==> config.mk <==
export PLATFORM = sky130hd
export DESIGN_NAME = product_accumulator_flat
export DESIGN_NICKNAME = d
export VERILOG_FILES = /design/src/rtl/product_accumulator_if.sv /design/src/rtl/product_accumulator.sv /design/src/flat_wrapper.sv
export SDC_FILE = /design/constraint.sdc
export NUM_CORES = 1
export LEC_CHECK = 0
export CORE_MARGIN = 2
export CORE_UTILIZATION = 50
export DETAILED_ROUTE_END_ITERATION = 12
export PLACE_DENSITY = 0.78
export SYNTH_ARGS = -nofsm -noshare
export SYNTH_HDL_FRONTEND = slang
export SYNTH_SLANG_ARGS = --single-unit
==> constraint.sdc <==
create_clock -name Clk -period 4 [get_ports Clk]
set_clock_uncertainty 0.2 [all_clocks]
set_input_delay 1 -clock Clk [delete_from_list [all_inputs] [get_ports Clk]]
set_output_delay 1 -clock Clk [all_outputs]
set_load 0.03 [all_outputs]
==> src/rtl/product_accumulator_if.sv <==
// Bundle between a multiplier-result producer and the product accumulator.
// The master drives Start/Mul_Ready/Product/Ack; the slave returns the running sum and status.
interface product_accumulator_if #(
  parameter int PROD_W = 16,
  parameter int ACC_W  = 24
);
  logic              Start;
  logic              Mul_Ready;
  logic [PROD_W-1:0] Product;
  logic              Ack;
  logic [ACC_W-1:0]  Acc;
  logic [7:0]        Term_Count;
  logic              Busy;
  logic              Done;
  logic              Sat;
  logic              Overrun;

  modport master (
    output Start, Mul_Ready, Product, Ack,
    input  Acc, Term_Count, Busy, Done, Sat, Overrun
  );

  modport slave (
    input  Start, Mul_Ready, Product, Ack,
    output Acc, Term_Count, Busy, Done, Sat, Overrun
  );
endinterface

==> src/rtl/product_accumulator.sv <==
// Sums NUM_TERMS signed multiplier products into a saturating accumulator,
// capturing each product on a rising edge of the multiplier's Ready level.
module product_accumulator #(
  parameter int PROD_W    = 16,
  parameter int ACC_W     = 24,
  parameter int NUM_TERMS = 4
) (
  input logic                  Clk,
  input logic                  Reset,
  product_accumulator_if.slave bus
);

  typedef enum logic [1:0] {IDLE, ACCUM, HOLD} state_t;

  localparam logic [7:0]       NT      = 8'(NUM_TERMS);
  localparam logic [ACC_W-1:0] ACC_MAX = {1'b0, {(ACC_W-1){1'b1}}};
  localparam logic [ACC_W-1:0] ACC_MIN = {1'b1, {(ACC_W-1){1'b0}}};

  state_t           state_q, state_d;
  logic [ACC_W-1:0] acc_q, acc_d;
  logic [7:0]       cnt_q, cnt_d;
  logic             sat_q, sat_d;
  logic             ovr_q, ovr_d;
  logic             ready_q;

  logic             rise;
  logic             vec_start;
  logic [7:0]       cnt_inc;
  logic [ACC_W:0]   sum;
  logic             clamp;
  logic [ACC_W-1:0] acc_sat;

  assign rise    = bus.Mul_Ready & ~ready_q;
  assign cnt_inc = cnt_q + 8'd1;

  // One guard bit: overflow shows up as the top two sum bits disagreeing.
  always_comb begin
    sum     = {acc_q[ACC_W-1], acc_q}
            + {{(ACC_W+1-PROD_W){bus.Product[PROD_W-1]}}, bus.Product};
    clamp   = sum[ACC_W] ^ sum[ACC_W-1];
    acc_sat = sum[ACC_W-1:0];
    if (clamp) acc_sat = sum[ACC_W] ? ACC_MIN : ACC_MAX;
  end

  always_ff @(posedge Clk) begin
    if (Reset) begin
      state_q <= IDLE;
      acc_q   <= '0;
      cnt_q   <= '0;
      sat_q   <= 1'b0;
      ovr_q   <= 1'b0;
      ready_q <= 1'b1;
    end else begin
      state_q <= state_d;
      acc_q   <= acc_d;
      cnt_q   <= cnt_d;
      sat_q   <= sat_d;
      ovr_q   <= ovr_d;
      ready_q <= bus.Mul_Ready;
    end
  end

  always_comb begin
    state_d   = state_q;
    vec_start = 1'b0;
    case (state_q)
      IDLE: begin
        if (bus.Start) begin
          state_d   = ACCUM;
          vec_start = 1'b1;
        end
      end
      ACCUM: begin
        if (rise && (cnt_inc == NT)) state_d = HOLD;
      end
      HOLD: begin
        if (bus.Ack) begin
          state_d   = bus.Start ? ACCUM : IDLE;
          vec_start = bus.Start;
        end
      end
      default: state_d = IDLE;
    endcase
  end

  // A new vector's clears take priority over a product edge arriving on the same clock.
  always_comb begin
    acc_d = acc_q;
    cnt_d = cnt_q;
    sat_d = sat_q;
    ovr_d = ovr_q;
    if (vec_start) begin
      acc_d = '0;
      cnt_d = '0;
      sat_d = 1'b0;
      ovr_d = 1'b0;
    end else if (rise) begin
      if (state_q == ACCUM) begin
        acc_d = acc_sat;
        cnt_d = cnt_inc;
        sat_d = sat_q | clamp;
      end else begin
        ovr_d = 1'b1;
      end
    end
  end

  always_comb begin
    bus.Acc        = acc_q;
    bus.Term_Count = cnt_q;
    bus.Busy       = (state_q == ACCUM);
    bus.Done       = (state_q == HOLD);
    bus.Sat        = sat_q;
    bus.Overrun    = ovr_q;
  end

endmodule

==> src/flat_wrapper.sv <==
// flat-port wrapper written by rule: the top's interface ports become plain ports
module product_accumulator_flat 
#(
  parameter int PROD_W    = 16,
  parameter int ACC_W     = 24,
  parameter int NUM_TERMS = 4
)
  (Clk, Reset, bus_Start, bus_Mul_Ready, bus_Product, bus_Ack, bus_Acc, bus_Term_Count, bus_Busy, bus_Done, bus_Sat, bus_Overrun);
  product_accumulator_if #(.PROD_W(PROD_W), .ACC_W(ACC_W)) bus_i ();
  input logic Clk;
  input logic Reset;
  input wire logic [$bits(bus_i.Start)-1:0] bus_Start;
  input wire logic [$bits(bus_i.Mul_Ready)-1:0] bus_Mul_Ready;
  input wire logic [$bits(bus_i.Product)-1:0] bus_Product;
  input wire logic [$bits(bus_i.Ack)-1:0] bus_Ack;
  output wire logic [$bits(bus_i.Acc)-1:0] bus_Acc;
  output wire logic [$bits(bus_i.Term_Count)-1:0] bus_Term_Count;
  output wire logic [$bits(bus_i.Busy)-1:0] bus_Busy;
  output wire logic [$bits(bus_i.Done)-1:0] bus_Done;
  output wire logic [$bits(bus_i.Sat)-1:0] bus_Sat;
  output wire logic [$bits(bus_i.Overrun)-1:0] bus_Overrun;
  assign bus_i.Start = bus_Start;
  assign bus_i.Mul_Ready = bus_Mul_Ready;
  assign bus_i.Product = bus_Product;
  assign bus_i.Ack = bus_Ack;
  assign bus_Acc = bus_i.Acc;
  assign bus_Term_Count = bus_i.Term_Count;
  assign bus_Busy = bus_i.Busy;
  assign bus_Done = bus_i.Done;
  assign bus_Sat = bus_i.Sat;
  assign bus_Overrun = bus_i.Overrun;
  product_accumulator #(.PROD_W(PROD_W), .ACC_W(ACC_W), .NUM_TERMS(NUM_TERMS)) u_core (.Clk(Clk), .Reset(Reset), .bus(bus_i));
endmodule
==> results of run 1 <==
-- stage by stage --
step | util | std cells | power, mW
floorplan | - | 346 | 0.5062
detailed placement | 0.6709 | 488 | 0.5786
global placement | 0.6709 | 488 | 0.5736
global route | 0.6871 | 495 | 0.8890
CTS | 0.6871 | 495 | 0.8465
finish | 0.6871 | 495 | 0.8418
-- final timing paths --
path | slack [ps] | cells past startpoint | to | from
worst max-delay path | 220 | 11 | u_core.bus.Acc[7]$_SDFFE_PP0P_ | bus_Product[15]
worst min-delay path | 310 | 2 | u_core.bus.Overrun$_SDFFE_PP0P_ | u_core.bus.Overrun$_SDFFE_PP0P_
worst max register to register | 980 | 10 | u_core.bus.Acc[7]$_SDFFE_PP0P_ | u_core.bus.Acc[1]$_SDFFE_PP0P_
worst min register to register | 310 | 2 | u_core.bus.Overrun$_SDFFE_PP0P_ | u_core.bus.Overrun$_SDFFE_PP0P_
-- kinds of logic after synthesis --
| family | after synthesis | share of synthesized area |
|---|---|---|
| muxes | 1 | 0.003441 |
| and+or+nand+nor | 109 | 0.1841 |
| xor gates and xnor gates | 27 | 0.08387 |
| buffers and inverters | 28 | 0.04387 |
| DFF | 37 | 0.2546 |
| AOI/OAI and AO/OA | 111 | 0.2916 |
| adders and majority gates | 33 | 0.1385 |
-- report_power, final --
part           switching (mW)  internal, mW  total (mW)
registers             0.00524         0.374       0.379
clock network           0.133         0.136       0.269
logic                   0.103        0.0910       0.194
total                   0.241         0.601       0.842
-- routing by layer --
metal	share of wire	wire, µm	global-route usage	vias up
met5	0	0	0	-
met4	0.018	140	0.09492	0
met3	0.041	317	0.04045	11
met2	0.51	3957	0.4633	86
met1	0.43	3295	0.3029	1334
li1	-	-	-	1435
-- registers in the layout (all words and copies together), names as in the netlist --
| name | count |
|---|---|
| u_core.state_q | 2 |
| u_core.bus.Overrun | 1 |
| u_core.bus.Acc | 24 |
| u_core.bus.Term_Count | 8 |
| u_core.ready_q | 1 |
| u_core.bus.Sat | 1 |
-- Yosys cell counts, drive strengths merged, types with 12 or more instances --
master  number  area share
xor2        15       0.048
nor2        26       0.034
o221a       15       0.058
a21oi       31       0.053
o21ai       22       0.042
inv         12       0.015
ha          25        0.11
nor3        19       0.033
nand2       22       0.028
nand3       12       0.022
xnor2       12       0.036
dfxtp       37        0.25
-- cell type report --
| class | count | area, µm² |
|---|---|---|
| clock buffers | 6 | 82.58 |
| clock inverters | 1 | 7.507 |
| fillers | 474 | 1744 |
| inverters | 12 | 45.04 |
| multi-input cells | 281 | 2041 |
| flip-flops and latches | 37 | 740.7 |
| well taps | 72 | 90.09 |
| repair buffers | 86 | 823.3 |
-- critical path, cell delays in order --
cell,delay [ps]
sky130_fd_sc_hd__clkdlybuf4s50_1,590
sky130_fd_sc_hd__ha_1,300
sky130_fd_sc_hd__a211oi_2,190
sky130_fd_sc_hd__nor2_1,80
sky130_fd_sc_hd__a2111oi_2,380
sky130_fd_sc_hd__o21ai_1,170
sky130_fd_sc_hd__a41oi_4,250
sky130_fd_sc_hd__xor2_2,280
sky130_fd_sc_hd__o21ai_2,120
sky130_fd_sc_hd__buf_12,170
sky130_fd_sc_hd__o221a_1,230
==> reports/metrics.sh, run 1 <==
RUN_STATUS='completed'
POST_SYNTHESIS_AREA_PER_INSTANCE_UM2=8.408
CORE_AREA_MM2=0.005574
CTS.REPAIR.RESIZED=0
FINAL.SETUP.TNS_PS=0
TOTAL_GLOBAL_ROUTING_OVERFLOW=0
PRE_CTS_WS_PS=-71.28
FINAL_CELL_MIX='sky130_fd_sc_hd__clkdlybuf4s50_1 (56), sky130_fd_sc_hd__dfxtp_1 (37), sky130_fd_sc_hd__a21oi_1 (31)'
YS_SEQ_AREA_FRAC=0.2546
CTS_HTREE_LEVELS=2
FINAL-HOLD-VIOLATION-COUNT=0
GP_CONGESTION=0.8488
DR_WL_CELL_UM=15.58
CTS_CLK_PIN_SLEW_WORST_PATHS_PS=70
TIMING.MAX_SLEW.REL_SLACK=0.6914
CRITICAL_PATH_REQUIRED_PS=3980
FIN_AREA_MM2=0.003830
POSTSYNTHCELLCOUNT=346
CLOCK_ROOT_BUFFER='sky130_fd_sc_hd__clkbuf_8'
RSZ0062_AT_GRT='false'
SYNTH_ASYNC_SR_FLOP_SHARE=0
ARR_TIME_CRIT_PATH_PS=3760
TOTAL_NUMBER_OF_VIAS=2866
POST_ROUTE_CELLS_DRIVE_ABOVE_1_SHARE=0.1253
POST-ROUTE-PERIOD-UTIL=0.9451
GRT_PASS1_WL_UM=13030
CTS_INSERTED_BUFFERS=5
IR_WORST_VDD_mV=0.1843
FLOORPLAN.DIE_AREA_MM2=0.006444
VIA_COUNT_OF_THE_FIRST_GLOBAL_ROUTING_PASS=2838
STATIC-LEAKAGE-POWER_nW=1.545
SYNTH_ENABLE_FLOP_CELLS=0
CTSLONGESTPATHBUFFERS=2
DRT_FIRST_ITER_VIOLATIONS=114
GLOBALROUTETOTALUTIL=0.2565
START_KIND='input port'
SETUP_VIOLATIONS=0
IO_PINS=57
CTS_TREE='done'
DETAILED_PLACE.AREA_MM2=0.003740
TYPE_OF_DESTINATION_OF_THE_CRITICAL_PATH='flip-flop'
PERIOD_MINUS_SLACK_PS=3780
FINAL_NETS=470
POST-DP-HPWL_UM=6029
FMAX_MHz=264.5
NETLIST_AREA_MM2=0.002909
DIE_WIDTH_UM=80.28
AREA_DELTA_SYNTH_FINAL_PCT=31.66
SYNTH_SEQ_CELLS=37
SETUP.WORST_PATH.CLASS='in -> reg'
SYNTHESIS.NETS=393
BUFFERS_INSERTED_DURING_POST_CTS_SETUP_OPTIMIZATION=0
STD_CELL_ROWS=27
DRT_PRE_ANTENNA_ITERS=4
INSERTEDDIODECOUNT=0
CLKLATENCYLATEPIN_PS=300
POWER.DENSITY_CELL_AREA_mW_PER_MM2=219.8
FINAL_WORST_SETUP_SLACK_PS=219.6
FINAL_ANTENNA_NET_COUNT=0
CRIT_PATH_MAX_FANOUT=15
YS_DOMINANT_REG_CELL='sky130_fd_sc_hd__dfxtp_1'
YS_WARN_COUNT=0
HOLDWS_PS=307.5
HOLD_CLASS='reg -> reg'
DIE_H_UM=80.28
START_UTIL=0.5219
GRT_MAX_DEGREE=28
TIMING_MAX_TRANSITION_VIOLATIONS_FINAL=0
GRT_ANTENNA_BEFORE_REPAIR=0
LAYOUT_COMMONEST_CELL='sky130_fd_sc_hd__clkdlybuf4s50_1'
TIGHTEST_SLEW_PS=458.6
ROUTED_VIA_DENSITY=5.790
TOTALWIRELENGTH_UM=7710
MAXCAPVIOLCOUNT=0
CLOCK_SINK_COUNT=37
DRC_ERRORS=0
PORT_BUFFERS=56
CTS.HOLD.BUFFERS_ADDED=0
SYNTH.DISTINCT_CELLS=59
Power figures use the tool's default switching activity.
==> inputs of run 2 (changes only) <==
Settings changed: CTS_BUF_LIST set to sky130_fd_sc_hd__clkbuf_2 sky130_fd_sc_hd__clkbuf_4 sky130_fd_sc_hd__clkbuf_8.
==> results of run 2 <==
The final DEF is identical to that of run 1; final timing and power are the same.
